## src/rtl/rom_port_arbiter.sv

```systemverilog
// Shares one toggle-handshake SDRAM port between a ROM download writer and
// two CPU read ports. Each CPU port keeps a one-word cache so that repeated
// byte reads within the same 16-bit word are served without an SDRAM access.
module rom_port_arbiter #(
    parameter logic [22:0] CPU2_BASE = 23'h002000
) (
    input  logic        clk_sys,
    input  logic        reset,
    input  logic        ioctl_downl,
    input  logic        ioctl_wr,
    input  logic [24:0] ioctl_addr,
    input  logic [7:0]  ioctl_dout,
    input  logic        cpu1_rd,
    input  logic [13:0] cpu1_addr,
    output logic [7:0]  cpu1_data,
    output logic        cpu1_ready,
    input  logic        cpu2_rd,
    input  logic [13:0] cpu2_addr,
    output logic [7:0]  cpu2_data,
    output logic        cpu2_ready,
    output logic        sd_req,
    input  logic        sd_ack,
    output logic [22:0] sd_a,
    output logic [1:0]  sd_ds,
    output logic        sd_we,
    output logic [15:0] sd_d,
    input  logic [15:0] sd_q,
    output logic        wr_overflow
);

    typedef enum logic [1:0] {IDLE, WRITE, READ1, READ2} state_t;

    state_t      state_reg;
    logic        sd_req_reg;
    logic [22:0] sd_a_reg;
    logic [1:0]  sd_ds_reg;
    logic        sd_we_reg;
    logic [15:0] sd_d_reg;
    logic        prefer2_reg;     // 1: CPU2 wins the next tie
    logic        discard_reg;     // read in flight must not be delivered
    logic [13:0] req_addr_reg;    // byte address of the read in flight

    logic        wr_prev_reg;
    logic        downl_prev_reg;
    logic        wbuf_valid_reg;
    logic [23:0] wbuf_addr_reg;
    logic [7:0]  wbuf_data_reg;
    logic        wr_overflow_reg;

    // Bit 24 of the download address lies outside the SDRAM word space.
    logic        unused_addr_msb;
    assign unused_addr_msb = ioctl_addr[24];

    logic        wr_edge, downl_rise, can_issue, done, read_done;
    logic        issue_wr, issue_rd1, issue_rd2;
    logic [1:0]  rd, hit, pend, ready;
    logic [13:0] addr [2];
    logic [7:0]  data [2];

    assign rd      = {cpu2_rd, cpu1_rd};
    assign addr[0] = cpu1_addr;
    assign addr[1] = cpu2_addr;

    assign wr_edge    = ioctl_downl && ioctl_wr && !wr_prev_reg;
    assign downl_rise = ioctl_downl && !downl_prev_reg;
    // A new transaction may only start once the SDRAM side has caught up,
    // which also covers an acknowledge still pending from before a reset.
    assign can_issue  = (state_reg == IDLE) && (sd_ack == sd_req_reg);
    assign done       = (state_reg != IDLE) && (sd_ack == sd_req_reg);
    assign read_done  = done && !discard_reg && !ioctl_downl;
    assign issue_wr   = can_issue && wbuf_valid_reg;
    assign issue_rd1  = can_issue && !wbuf_valid_reg && pend[0] && (!pend[1] || !prefer2_reg);
    assign issue_rd2  = can_issue && !wbuf_valid_reg && pend[1] && (!pend[0] || prefer2_reg);

    // Transaction FSM: one outstanding SDRAM access, request fields held until done.
    always_ff @(posedge clk_sys or posedge reset) begin
        if (reset) begin
            state_reg    <= IDLE;
            sd_req_reg   <= 1'b0;
            sd_a_reg     <= '0;
            sd_ds_reg    <= '0;
            sd_we_reg    <= 1'b0;
            sd_d_reg     <= '0;
            prefer2_reg  <= 1'b0;
            discard_reg  <= 1'b0;
            req_addr_reg <= '0;
        end else begin
            case (state_reg)
                IDLE: begin
                    if (issue_wr) begin
                        sd_req_reg <= ~sd_req_reg;
                        sd_a_reg   <= wbuf_addr_reg[23:1];
                        sd_ds_reg  <= {wbuf_addr_reg[0], ~wbuf_addr_reg[0]};
                        sd_d_reg   <= {wbuf_data_reg, wbuf_data_reg};
                        sd_we_reg  <= 1'b1;
                        state_reg  <= WRITE;
                    end else if (issue_rd1) begin
                        sd_req_reg   <= ~sd_req_reg;
                        sd_a_reg     <= {9'd0, cpu1_addr[13:1]};
                        sd_ds_reg    <= 2'b11;
                        sd_we_reg    <= 1'b0;
                        req_addr_reg <= cpu1_addr;
                        prefer2_reg  <= 1'b1;
                        discard_reg  <= 1'b0;
                        state_reg    <= READ1;
                    end else if (issue_rd2) begin
                        sd_req_reg   <= ~sd_req_reg;
                        sd_a_reg     <= {9'd0, cpu2_addr[13:1]} + CPU2_BASE;
                        sd_ds_reg    <= 2'b11;
                        sd_we_reg    <= 1'b0;
                        req_addr_reg <= cpu2_addr;
                        prefer2_reg  <= 1'b0;
                        discard_reg  <= 1'b0;
                        state_reg    <= READ2;
                    end
                end
                default: begin
                    if (downl_rise) discard_reg <= 1'b1;
                    if (done) state_reg <= IDLE;
                end
            endcase
        end
    end

    // Download edge detection and the one-entry write buffer.
    always_ff @(posedge clk_sys or posedge reset) begin
        if (reset) begin
            wr_prev_reg     <= 1'b0;
            downl_prev_reg  <= 1'b0;
            wbuf_valid_reg  <= 1'b0;
            wbuf_addr_reg   <= '0;
            wbuf_data_reg   <= '0;
            wr_overflow_reg <= 1'b0;
        end else begin
            wr_prev_reg    <= ioctl_wr;
            downl_prev_reg <= ioctl_downl;
            if (wr_edge && (!wbuf_valid_reg || issue_wr)) begin
                wbuf_valid_reg <= 1'b1;
                wbuf_addr_reg  <= ioctl_addr[23:0];
                wbuf_data_reg  <= ioctl_dout;
            end else if (issue_wr) begin
                wbuf_valid_reg <= 1'b0;
            end
            if (wr_edge && wbuf_valid_reg && !issue_wr) wr_overflow_reg <= 1'b1;
        end
    end

    genvar gi;
    generate
        for (gi = 0; gi < 2; gi++) begin : g_cpu
            localparam state_t MY_READ = (gi == 0) ? READ1 : READ2;
            logic        cache_valid_reg;
            logic [12:0] cache_addr_reg;
            logic [15:0] cache_word_reg;
            logic        served_reg;
            logic [13:0] served_addr_reg;
            logic        ready_reg;
            logic [7:0]  data_reg;
            logic        fresh;
            logic        my_done;

            // A held request is answered once; a new address or a low rd re-arms it.
            assign fresh    = !served_reg || (addr[gi] != served_addr_reg);
            assign hit[gi]  = rd[gi] && fresh && !ioctl_downl && cache_valid_reg
                              && (cache_addr_reg == addr[gi][13:1]);
            assign pend[gi] = rd[gi] && fresh && !ioctl_downl && !hit[gi];
            assign my_done  = read_done && (state_reg == MY_READ);
            assign ready[gi] = ready_reg;
            assign data[gi]  = data_reg;

            // Per-port cache fill, hit service and the one-cycle ready pulse.
            always_ff @(posedge clk_sys or posedge reset) begin
                if (reset) begin
                    cache_valid_reg <= 1'b0;
                    cache_addr_reg  <= '0;
                    cache_word_reg  <= '0;
                    served_reg      <= 1'b0;
                    served_addr_reg <= '0;
                    ready_reg       <= 1'b0;
                    data_reg        <= '0;
                end else begin
                    ready_reg <= 1'b0;
                    if (downl_rise) cache_valid_reg <= 1'b0;
                    if (my_done) begin
                        cache_valid_reg <= 1'b1;
                        cache_addr_reg  <= req_addr_reg[13:1];
                        cache_word_reg  <= sd_q;
                        data_reg        <= req_addr_reg[0] ? sd_q[15:8] : sd_q[7:0];
                        ready_reg       <= 1'b1;
                        served_reg      <= 1'b1;
                        served_addr_reg <= req_addr_reg;
                    end else if (hit[gi]) begin
                        data_reg        <= addr[gi][0] ? cache_word_reg[15:8] : cache_word_reg[7:0];
                        ready_reg       <= 1'b1;
                        served_reg      <= 1'b1;
                        served_addr_reg <= addr[gi];
                    end else if (!rd[gi] || (addr[gi] != served_addr_reg)) begin
                        served_reg <= 1'b0;
                    end
                end
            end
        end
    endgenerate

    assign cpu1_ready  = ready[0];
    assign cpu2_ready  = ready[1];
    assign cpu1_data   = data[0];
    assign cpu2_data   = data[1];
    assign sd_req      = sd_req_reg;
    assign sd_a        = sd_a_reg;
    assign sd_ds       = sd_ds_reg;
    assign sd_we       = sd_we_reg;
    assign sd_d        = sd_d_reg;
    assign wr_overflow = wr_overflow_reg;

endmodule
```

## config.mk

```make
export PLATFORM = sky130hd
export DESIGN_NAME = rom_port_arbiter
export DESIGN_NICKNAME = d
export VERILOG_FILES = /design/src/rtl/rom_port_arbiter.sv
export SDC_FILE = /design/constraint.sdc
export NUM_CORES = 1
export LEC_CHECK = 0
export ABC_AREA = 1
export BUFFER_PORTS_ARGS = -buffer_cell sky130_fd_sc_hd__buf_2
export CORE_ASPECT_RATIO = 1.5
export CORE_MARGIN = 2
export CORE_UTILIZATION = 50
export DETAILED_ROUTE_END_ITERATION = 10
export HOLD_SLACK_MARGIN = 0.08
export PLACE_DENSITY = 0.72
export SYNTH_ARGS = -nofsm -noshare
export SYNTH_HDL_FRONTEND = slang
export SYNTH_SLANG_ARGS = --single-unit
```

## constraint.sdc

```tcl
create_clock -name clk_sys -period 8.8 [get_ports clk_sys]
set_clock_uncertainty 0.1 [all_clocks]
set_input_delay 1.32 -clock clk_sys [delete_from_list [all_inputs] [get_ports clk_sys]]
set_output_delay 1.32 -clock clk_sys [all_outputs]
set_load 0.1 [all_outputs]
```

## Word level (Yosys, flattened, before mapping)

Index checks and enable logic that the tools add are counted.

- Register bits: 205
- Bits of input ports: 84
- Output and inout bits: 62
- Logic and storage cells: 159

- Add/sub/neg operators: 1
- Equality and inequality tests: 10
- Multiplexer cells: 48
- Bitwise gates (word level): 3
- Reduce and logical (&&, ||, !) cells: 68

Operators by type and width:

| kind | number |
|---|---|
| two-way mux 14 bit | 6 |
| two-way mux 23 bit | 3 |
| two-way mux 8 bit | 7 |
| logical AND 1 bit | 28 |
| inequality test 14 bit | 2 |
| equality test 13 bit | 2 |
| two-way mux 1 bit | 25 |
| nonzero test 2 bit | 9 |
| adder 13 x 14 -> 15 bit, second input constant | 1 |
| zero test 1 bit | 15 |
| two-way mux 2 bit | 7 |
| nonzero test 3 bit | 3 |
| logical OR 1 bit | 7 |
| AND reduction 2 bit | 3 |
| AND reduction 3 bit | 2 |
| equality test 2 bit, second input constant | 2 |
| inequality test 4 bit, second input constant | 1 |
| inequality test 3 bit, second input constant | 1 |
| inverter 1 bit | 3 |
| zero test 2 bit | 1 |
| inequality test 2 bit, second input constant | 1 |
| equality test 1 bit | 1 |

## Depth between registers and ports, before layout

- Depth after elaboration: 15
- Gate-level depth with buffers: 16

## Worst setup path after synthesis

No wires, ideal clock.

- Path kind: flip-flop to output port
- Start: register sd_d_reg[10] (netlist: sd_d[10])
- End: output port sd_d[10]
- Data arrival time: 1340 ps
- Path slack: 6040 ps
- Stages on the path, launching flop included: 2
- Buffers on the path: 1
- Path through: dfrtp_1 -> buf_4

RTL lines:

| element | RTL line | text |
|---|---|---|
| start: declaration | 38 | `logic [15:0] sd_d_reg;` |
| start signal: assignment | 94 | `sd_d_reg <= {wbuf_data_reg, wbuf_data_reg};` |
| end: declaration | 26 | `output logic [15:0] sd_d,` |

No word-level cell between the ends.

## Worst setup path after layout

- Start: input port sd_ack
- End: register wbuf_addr_reg[6]

- Word-level cells in the longest chain between the ends: 5

Ends and longest elaborated chain:

| element | RTL line | text |
|---|---|---|
| start: declaration | 22 | `input logic sd_ack,` |
| equality test 1 bit | 68 | `assign can_issue = (state_reg == IDLE) && (sd_ack == sd_req_reg);` |
| logical AND 1 bit | 68 |  |
| logical AND 1 bit | 71 | `assign issue_wr = can_issue && wbuf_valid_reg;` |
| logical OR 1 bit | 137 | `if (wr_edge && (!wbuf_valid_reg \|\| issue_wr)) begin` |
| logical AND 1 bit | 137 |  |
| end signal: assignment | 139 | `wbuf_addr_reg <= ioctl_addr[23:0];` |
| end: declaration | 46 | `logic [23:0] wbuf_addr_reg;` |

No other way between the ends.
A chain may end at the register's enable or synchronous reset.

==> impl_metrics.csv <==
group,metric,value,unit
worst_setup_path,critPathRequiredTime,9.02,ns
grt,grt_pass1_wl,37200,µm
yosys,synth-edff-count,0,
yosys,ys.warnings.count,0,
detailed_routing,via_per_inst,5.25,
yosys,async_flop_share,100,%
finish,instances_no_fill,1476,
pwr,power_switching,2.05,mW
detailed_routing,routed-via-count,7755,
yosys,netlist_instances,1127,
detailed_routing,firstDrtPassIters,6,
timing,rsz0062_at_grt,"no",
clock_network,cts.hold.buffers_added,0,
floorplan,core_area,18300,µm²
timing,fin_ws,5.10,ns
timing,setup_violations,0,
yosys,yosysTopAreaCellShare,53.2,%
place,dp_cells,1443,
finish,register_area,4930,µm²
timing,tightest_slew,1.13,ns
timing,slew_viol_final,0,
detailed_routing,wl_per_cell,16.0,µm
clock_network,clock_latency,0.44,ns
worst_hold_path,holdCritPathClass,"flop to flop",
yosys,synth-main-ff-cell,"dfrtp_1",
detailed_routing,drt_wl_total,23600,µm
pwr,power.internal,2.14,mW
floorplan,rows,61,
timing,hold_ws,0.342,ns
yosys,yosys.area.top_type,"dfrtp_1",
clock_network,cts_inserted_buffers,17,
pwr,seqPwrFrac,36.4,%
timing,hold_viol,0,
outcome,status,"completed",
timing,clock.fmax,0.270,GHz
clock_network,clock_path_buffers,2,
place,io_buffers,144,
timing,relSlewSlack,24.4,%
place,place_area,10000,µm²
clock_network,cts_resized,0,
yosys,ys_seq_area_share,53.2,%
grt,overflow,0,
worst_setup_path,crit_type,"input port to flop",
detailed_routing,drtAntennaViolNets,0,
floorplan,die_w,115,µm
worst_setup_path,crit_path_end_kind,"flop",
worst_setup_path,crit_family,"simple AND/OR/NAND/NOR gates",
pwr,vdd_drop_max,0.000491,V
grt,grt_use_total,24.6,%
worst_setup_path,arrival,3.92,ns
finish,fin_util,57.8,%
floorplan,dieArea,19700,µm²
timing,fin_crit_sh,42.0,%
grt,antenna_found_initial,0,
finish,design_area,10600,µm²
worst_setup_path,cp_num_buf_inv,3,
pwr,pwr-share-clk,18.4,%
worst_setup_path,cp_slowest_stage_delay,0.67,ns
clock_network,htreeDepth,4,
finish,multi_input_area,3580,µm²
floorplan,start_util,50.6,%
worst_setup_path,path_max_fanout,29,
timing,fin_tns_setup,0,ns
place,gp_congestion,0.884,
finish,drive_above_1_share,19.8,%
finish,final_cell_mix,"nand2_1 (397), dfrtp_1 (197), buf_2 (144)",
pwr,p_total,4.20,mW
pwr,pwr-share-comb,45.2,%
pwr,leakagePower,5.59,nW
yosys,synth.net_count,1211,
place,dp_hpwl,16900,µm
yosys,yosys-top-cells-area,"dfrtp_1 (53%), nand2_1 (16%), o21ai_0 (6.0%), nand3_1 (4.1%), inv_1 (4.0%)",
grt,grt_max_degree,123,
finish,fillers,1699,
floorplan,die_h,171,µm
grt,grt_pass1_vias,7429,
worst_setup_path,path_cells,"buf_2 -> xnor2_1 -> nand3_1 -> buf_4 -> nand2_1 -> nand2_1 -> buf_4 -> mux2_2",
clock_network,clkSinkCount,197,
pwr,swShare,48.9,%
pwr,powerDensity,396,nW/µm²
timing,layout_min_cycle_time,3.70,ns
run,drv_cap,0,
clock_network,clk_pin_slew,0.07,ns
clock_network,postCtsSetupBuffers,0,
yosys,syn_avg_cell_area,8.22,µm²
clock_network,cts_tree,"done",
finish,layout_commonest_cell,"nand2_1",
floorplan,num_io_pins,146,
detailed_routing,drt_first_iter_violations,495,
place,dp_slack,4.62,ns
yosys,ys_ff_latch,197,
worst_setup_path,critical-path-slowest-cell,"nand3_1",
detailed_routing,remaining_drc_errors,0,
yosys,syn_area,9260,µm²
finish,largest_reg_flops,32,
yosys,ys_types,35,
worst_setup_path,cp-start-kind,"input port",
clock_network,cts_root_buf,"clkbuf_16",
finish,area_growth,14.2,%
finish,nets,1326,
cells in the mapped netlist, types with 4 or more instances:
| cell | number |
|---|---|
| buf_6 | 5 |
| o21a_1 | 10 |
| o311ai_0 | 4 |
| clkbuf_1 | 17 |
| o21ai_0 | 111 |
| nand2_1 | 397 |
| o211ai_1 | 17 |
| nor2_1 | 53 |
| buf_4 | 11 |
| inv_1 | 99 |
| or2_2 | 10 |
| dfrtp_1 | 197 |
| nand3_1 | 76 |
| xnor2_1 | 4 |
| buf_2 | 19 |
| a21oi_1 | 8 |
| inv_2 | 20 |
| o21ai_1 | 21 |
| mux2_2 | 27 |
final timing paths:
kind                                          endpoint  slack [ns]             start  depth (start not counted)
min in group asynchronous  g_cpu[0].cache_word_reg[14]        0.93             reset                          2
max in group asynchronous  g_cpu[1].served_addr_reg[7]        6.09             reset                          3
setup reg to reg                      wbuf_addr_reg[6]        5.64            sd_req                          7
hold reg to reg                               sd_ds[0]        0.34  wbuf_addr_reg[0]                          1
hold / removal                                sd_ds[0]        0.34  wbuf_addr_reg[0]                          1
setup / recovery                      wbuf_addr_reg[6]        5.10            sd_ack                          8
layout make-up:
type                            count  share of cell area (%)
Tap cell                          220                    2.60
Clock inverter                     12                    1.21
Inverter                          119                    4.29
Timing Repair Buffer              150                    7.24
Antenna cell                        1                  0.0236
Multi-Input combinational cell    757                    33.8
Clock buffer                       20                    4.22
Sequential cell                   197                    46.6
power by group through the flow:
stage / sequential, mW / clock [mW] / combinational [mW]
finish: 1.53 / 0.772 / 1.90
global placement: 1.52 / 0 / 1.87
floorplan: 2.24 / 0 / 0.834
global route: 1.57 / 0.813 / 2.04
CTS: 1.53 / 0.783 / 1.91
detailed placement: 1.53 / 0 / 1.91
logic make-up after synthesis:
logic type	share of synthesized area, %
compound gates	10.5
xor+xnor	0.473
buf+inv	8.13
flops	53.2
mux	3.28
simple gates	24.4
per-layer routing:
layer / vias to the layer above / routed length, µm / GRT usage [%] / part of all wire [%]
met5: - / 0 / 0 / 0
met4: 0 / 1050 / 12.0 / 4.4
met3: 46 / 1250 / 5.14 / 5.3
met2: 230 / 12100 / 42.0 / 51
met1: 3671 / 9250 / 29.4 / 39
li1: 3808 / - / - / -
worst register-to-register path: cells and delay by family (launching register included):
kind | cells | cell delay, ns
XOR/XNOR | 1 | 0.34
buffers and inverters | 2 | 0.83
flip-flops | 1 | 0.42
multiplexers | 1 | 0.32
AND/OR/NAND/NOR | 3 | 1.04
Note: power is estimated with default switching activity, not from simulation.
